File: config.mk
export PLATFORM = sky130hd
export DESIGN_NAME = half_sub
export DESIGN_NICKNAME = d
export VERILOG_FILES = /design/src/rtl/half_sub_pkg.sv /design/src/rtl/half_sub_core.sv /design/src/rtl/half_sub.sv
export SDC_FILE = /design/constraint.sdc
export NUM_CORES = 1
export LEC_CHECK = 0
export CORE_UTILIZATION = 39
export DETAILED_ROUTE_END_ITERATION = 6
export HOLD_SLACK_MARGIN = 0.08
export PLACE_DENSITY = 0.82
export RECOVER_POWER = 25
export SYNTH_ARGS = -nofsm -noshare
export SYNTH_HDL_FRONTEND = slang
export SYNTH_SLANG_ARGS = --single-unit
File: constraint.sdc
create_clock -name clk -period 1.5 [get_ports clk]
set_clock_uncertainty 0.15 [all_clocks]
set_input_delay 0.225 -clock clk [delete_from_list [all_inputs] [get_ports clk]]
set_output_delay 0.225 -clock clk [all_outputs]
set_load 0.01 [all_outputs]
File: src/rtl/half_sub_pkg.sv
`default_nettype none
// +----------------------------------------------------------------------+
// | Module : half_sub_pkg                                                |
// | Purpose: Shared types and the half-subtract function used by the     |
// |          half_sub slice. Holds the default counter width.            |
// | Ports  : none (package)                                              |
// | Rev    : 1.0  initial release                                        |
// +----------------------------------------------------------------------+
package half_sub_pkg;

  // Default width of the borrow event counter.
  localparam int CNT_W_DEFAULT = 8;

  // One-bit subtraction result: a - b = diff - 2*borrow.
  typedef struct packed {
    logic diff;
    logic borrow;
  } sub_res_t;

  // Pure half-subtract; X/Z on inputs propagate through the operators.
  function automatic sub_res_t half_sub_f(input logic a, input logic b);
    sub_res_t r;
    r.diff   = a ^ b;
    r.borrow = ~a & b;
    return r;
  endfunction

endpackage
`default_nettype wire

File: src/rtl/half_sub_core.sv
`default_nettype none
// +----------------------------------------------------------------------+
// | Module : half_sub_core                                               |
// | Purpose: Purely combinational 1-bit half subtractor (a - b).         |
// |          Reusable as a building block for full subtractors.          |
// | Ports  : a, b        in  minuend, subtrahend                         |
// |          diff        out a ^ b                                       |
// |          borrow      out ~a & b                                      |
// | Rev    : 1.0  initial release                                        |
// +----------------------------------------------------------------------+
module half_sub_core
  import half_sub_pkg::*;
(
  input  logic a,
  input  logic b,
  output logic diff,
  output logic borrow
);

  sub_res_t res;

  assign res    = half_sub_f(a, b);
  assign diff   = res.diff;
  assign borrow = res.borrow;

endmodule
`default_nettype wire

File: src/rtl/half_sub.sv
`default_nettype none
// +----------------------------------------------------------------------+
// | Module : half_sub                                                    |
// | Purpose: Half subtractor with combinational diff/borrow, a one-cycle |
// |          registered copy, and a saturating borrow-event counter.     |
// | Ports  : clk         in  rising-edge clock                           |
// |          rst         in  synchronous active-high reset               |
// |          a, b        in  minuend, subtrahend                         |
// |          diff        out combinational a ^ b                         |
// |          borrow      out combinational ~a & b                        |
// |          diff_q      out diff registered on clk                      |
// |          borrow_q    out borrow registered on clk                    |
// |          borrow_cnt  out edges that sampled borrow=1, saturating     |
// | Rev    : 1.0  initial release                                        |
// +----------------------------------------------------------------------+
module half_sub
  import half_sub_pkg::*;
#(
  parameter int CNT_W = CNT_W_DEFAULT
) (
  input  logic             clk,
  input  logic             rst,
  input  logic             a,
  input  logic             b,
  output logic             diff,
  output logic             borrow,
  output logic             diff_q,
  output logic             borrow_q,
  output logic [CNT_W-1:0] borrow_cnt
);

  localparam logic [CNT_W-1:0] CNT_MAX = '1;

  half_sub_core u_core (
    .a      (a),
    .b      (b),
    .diff   (diff),
    .borrow (borrow)
  );

  // Reset wins over a same-edge increment; counter sticks at all-ones.
  always_ff @(posedge clk) begin
    if (rst) begin
      diff_q     <= 1'b0;
      borrow_q   <= 1'b0;
      borrow_cnt <= '0;
    end else begin
      diff_q   <= diff;
      borrow_q <= borrow;
      if (borrow && (borrow_cnt != CNT_MAX)) begin
        borrow_cnt <= borrow_cnt + CNT_W'(1);
      end
    end
  end

endmodule
`default_nettype wire

After elaboration in Yosys (flattened, before gate mapping). Cells that the tools add are included.

Bits in registers: 10. Bits of input ports: 4. Output and inout bits: 12. Word-level logic and storage cells: 9.

$add $sub $neg: 1. Eq/ne operators: 1. Bitwise operators: 3. Reductions and logical operators: 1.

Operators by type and width (number): $add A8 B1 Y8 const B (1); $ne A8 B8 Y1 const B (1); $and A1 B1 Y1 (1); $logic_and A1 B1 Y1 (1); $not A1 Y1 (1); $xor A1 B1 Y1 (1).

Logic depth before layout (Yosys ltp).
Depth after elaboration: 3. Depth in mapped cells: 6. Depth with buffers taken out: 5.

Hierarchy. From an unflattened synthesis, not the netlist that was laid out.

Cell total of the unflattened synthesis: 54. Area, all modules: 503.0 um2.

Modules (own cells, without submodules): half_sub (instances 1, cells an instance 51, area each 483.0 um2, sequential area each 200.2 um2); half_sub_core (instances 1, cells an instance 3, area each 20.0 um2, sequential area each 0.0 um2).

Worst setup path before layout. Ideal clock, no wire load.

Path type: register to register. From: register borrow_cnt[0]. To: register borrow_cnt[0]. Setup time: 121 ps. Arrival time: 1309 ps. Data required time: 1229 ps. Slack: -81 ps. Cell stages (with the launch flop): 5. Path buffers: 0. Clock period less this slack: 1581 ps. Path through: dfxtp_1 -> ha_1 -> and4_4 -> a21boi_4 -> mux2_4.

Cells in the longest elaborated chain, start to end: 2. Elaborated cells on any way between the ends: 3. Classes of those cells: add/sub: 1; eq/ne: 1; reduce/logical: 1.

Ends and longest elaborated chain: from (decl) (line half_sub.sv:29) `output logic [CNT_W-1:0] borrow_cnt`; from (signal assigned) (line half_sub.sv:51) `borrow_cnt <= borrow_cnt + CNT_W'(1);`; parallel branches: the longest is 2 deep, another holds $add A8 B1 Y8.

Parallel ways; which one is timed is not known. A chain may end at the register's enable or synchronous reset.

Worst setup path in the final report. Same ends and word-level chain as after synthesis.

==> metrics.md <==
| Metric | Value |
|---|---|
| R2r endpoint | borrow_cnt[0]$_SDFFE_PP0P_ |
| Drt drc | 0 |
| Mapped Area | 528.0 sq um |
| Syn Nets | between 60 and 70 |
| Post-synthesis sequential area ratio | 37.91% |
| Worst Max-Slew Pin Slew | 0.3594 ns |
| Final Net Count | 89 |
| Largest net degree at the start of global routing | 12 |
| Clock latency at the later pin of the worst-skew pair | 0.27 ns |
| Main combinational cell family by area after synthesis | simple AND/OR/NAND/NOR gates |
| Placer Congestion | between 0.7 and 0.8 |
| # diodes | 0 |
| Yosys warns | 0 |
| Post-Synth XOR/XNOR Area | 0% |
| Number of synthesized flops with an enable pin | 0 |
| Min-delay src | b |
| Syn_area_per_cell | 9.600 sq um |
| Clk sink count | 10 |
| CP Max Fanout | 5 |
| IO buf count | 15 |
| Cell variety after synth | 25 |
| Slowest stage delay, CP | 0.34 ns |
| Count of final max-slew check failures | 0 |
| Hold depth | 3 |
| Initial DRC Count | 10 |
| Worst Path Arrival | 1.47 ns |
| Die Ht | a little under 40 um |
| Reg2Reg Depth | 4 |
| CP startpoint kind | flop |
| TritonCTS Buffers | 3 |
| Cell family with most CP delay | flip-flops |
| Final Hold Viols | 0 |
| CP Class | reg -> reg |
| Antenna violations before repair | 0 |
| Total grt overflow | 0 |
| Hold slack | about 0.15 ns |
| RSZ-0062 raised after global routing | no |
| Status | finished clean |
| Core area | approximately 1200 sq um |
| Slowest CP cell | dfxtp_2 |
| Syn Inst Count | 55 |
| Reg2reg start | borrow_cnt[0]$_SDFFE_PP0P_ |
| First-pass GRT wire length | 1856 um |
| CTS tree | done |
| Post-DP HPWL | 842.3 um |
| Core Util, Final | 68.46% |
| Synth Area in Adders | 4.739% |
| Fmax | 0.6833 GHz |
| Vias in the first global route | 423 |
| # rows | 12 |
| R2R setup slack | around 0.036 ns |
| DR vias/cell | 5.198 |
| Simple-gate share of the synthesized area | 27.96% |
| Routed WL per cell | 12.46 um |
| Iteration count of the initial detailed-routing pass | 4 |
| Hold Path End | diff_q$_SDFF_PP0_ |
| PD cells | 742.3 nW/um^2 |
| Vias post-DR | between 400 and 500 |
| Layout area overhead | 53.79% |
| Total Power | 0.6028 mW |
| Clock buffer depth | 2 |
| Worst Setup End Kind | flop |
| Async set-reset flop share out of synthesis | 0% |
| Setup violators final | 0 |
| Max-slew headroom | 75.96% |
| CP Cell Sequence | ha_4 > and4_4 > a21boi_4 > mux2_4 |
| Max Cap Viol | 0 |
| Final WL | between 1000 and 1500 um |
| Yosys reg bits | 10 |
| Initial Utilization | between 40 and 50% |
| Root Buffer | clkbuf_4 |
| Die area | 1505 sq um |
| Total GRT Usage | 18.54% |
| Boundary pin count | 16 |
| Compound-cell area share of the yosys netlist | 15.88% |
| Hold WC Path Type | in -> reg |
| Leakage | 0.3726 nW |
| Routed Antenna Nets | 0 |
| Layout cells sized above 1 | 39.02% |
| Multiplexer share of the synthesized area | between 9 and 10% |
| Period utilization | ~98% |
| VDD IR max | 0.0004705 V |
| Worst path required time | 1.51 ns |
| Main synth FF type | dfxtp_1 |
| Chip Width | 38.80 um |
| H-Tree Depth | 1 |
| Clk slew on worst S/H paths | 0.07 ns |
| Buf/Inv on CP | 0 |
| Post-layout min period | 1.464 ns |
| Setup tns final | 0 ns |
## synth_stat cells, drive strengths merged, types with 2 or more instances
| master | number | area share (%) |
|---|---|---|
| nand2b | 2 | 2.4 |
| and4 | 3 | 5.7 |
| nand4 | 2 | 2.4 |
| a211oi | 2 | 2.8 |
| mux2 | 3 | 7.8 |
| inv | 3 | 2.1 |
| nand3 | 3 | 2.8 |
| ha | 2 | 4.7 |
| a21oi | 4 | 4.5 |
| nor3 | 2 | 1.9 |
| nor2b | 6 | 7.1 |
| dfxtp | 10 | 38 |
| nor2 | 5 | 3.6 |
## cell usage in the layout, fill, tap and decap left out, drive strengths merged, types with 2 or more instances in the layout
cell | synthesis | routed
a211oi | 2 | 2
a21oi | 4 | 4
and4 | 3 | 3
buf | 1 | 11
clkbuf | 1 | 5
clkdlybuf4s25 | 0 | 2
dfxtp | 10 | 10
dlygate4sd2 | 0 | 9
ha | 2 | 2
inv | 3 | 3
mux2 | 3 | 3
nand2b | 2 | 2
nand3 | 3 | 3
nand4 | 2 | 2
nor2 | 5 | 5
nor2b | 6 | 6
nor3 | 2 | 2
## logic make-up (layout without fill, tap and decap cells)
kind of cell             count (synthesis)  in the layout
AND/OR/NAND/NOR                         24             24
AO/OA/AOI/OAI                           10             10
flip-flops                              10             10
buffers and inverters                    5             32
multiplexers                             4              4
adder cells (fa/ha/maj)                  2              2
## cell type report
class	instances	area (sq um)
clock buffers	4	36.28
well taps	14	17.52
flip-flops and latches	10	206.4
inverters	3	11.26
fillers	105	374.1
multi-input cells	40	337.8
repair buffers	25	202.7
## flip-flops by register name, summed over array words and instances, names as in the netlist
signal / cells
borrow_cnt: 8
borrow_q: 1
diff_q: 1
## per-layer routing
layer,vias up,global-route usage [%],routed length (um)
met5,-,0,0
met4,0,5.172,8
met3,2,6.936,79
met2,17,30.00,549
met1,224,22.65,559
li1,256,-,-
## report_power, final
group	total [mW]	internal (mW)	leakage (nW)	switching, mW
clock network	0.246	0.148	0.0210	0.0984
registers	0.277	0.273	0.0836	0.00409
logic	0.0802	0.0451	0.268	0.0351
total	0.603	0.465	0.373	0.138
## stage by stage
| step | std cells | worst slack, ns | area [sq um] |
|---|---|---|---|
| 3_5_place_dp | 90 | -0.4285 | 759.5 |
| 5_1_grt | 96 | 0.008355 | 812.0 |
| 3_3_place_gp | 90 | -0.4222 | 759.5 |
| 6_report | 96 | 0.03644 | 812.0 |
| 4_1_cts | 94 | 0.004074 | 788.3 |
| 2_1_floorplan | 55 | -0.00005640 | 543.0 |
## worst max path at each step
stage / cells past startpoint / slack, ns / end / start
after global routing: 4 / 0.008 / borrow_cnt[0]$_SDFFE_PP0P_ / borrow_cnt[0]$_SDFFE_PP0P_
final: 4 / 0.04 / borrow_cnt[0]$_SDFFE_PP0P_ / borrow_cnt[0]$_SDFFE_PP0P_
after CTS: 5 / 0.004 / borrow_cnt[5]$_SDFFE_PP0P_ / b
after global placement: 5 / -0.42 / diff / a
after detailed placement: 5 / -0.43 / diff / a
after floorplan: 4 / -0.00006 / borrow_cnt[0]$_SDFFE_PP0P_ / borrow_cnt[0]$_SDFFE_PP0P_
## worst reg2reg max path: cells and delay by family, from the launching register on
kind / cells / cell delay, ns
AO/OA/AOI/OAI: 1 / 0.18
multiplexers: 1 / 0.31
adder cells (fa/ha/maj): 1 / 0.17
AND/OR/NAND/NOR: 1 / 0.22
flip-flops: 1 / 0.34
## what timing repair did
action,in CTS,in global routing
hold buffers,0,0
buffers inserted,0,2
pin swaps,1,3
gates cloned,0,0
resized for setup,22,4
setup endpoints to repair,12,4
(Power assumes the default switching activity.)
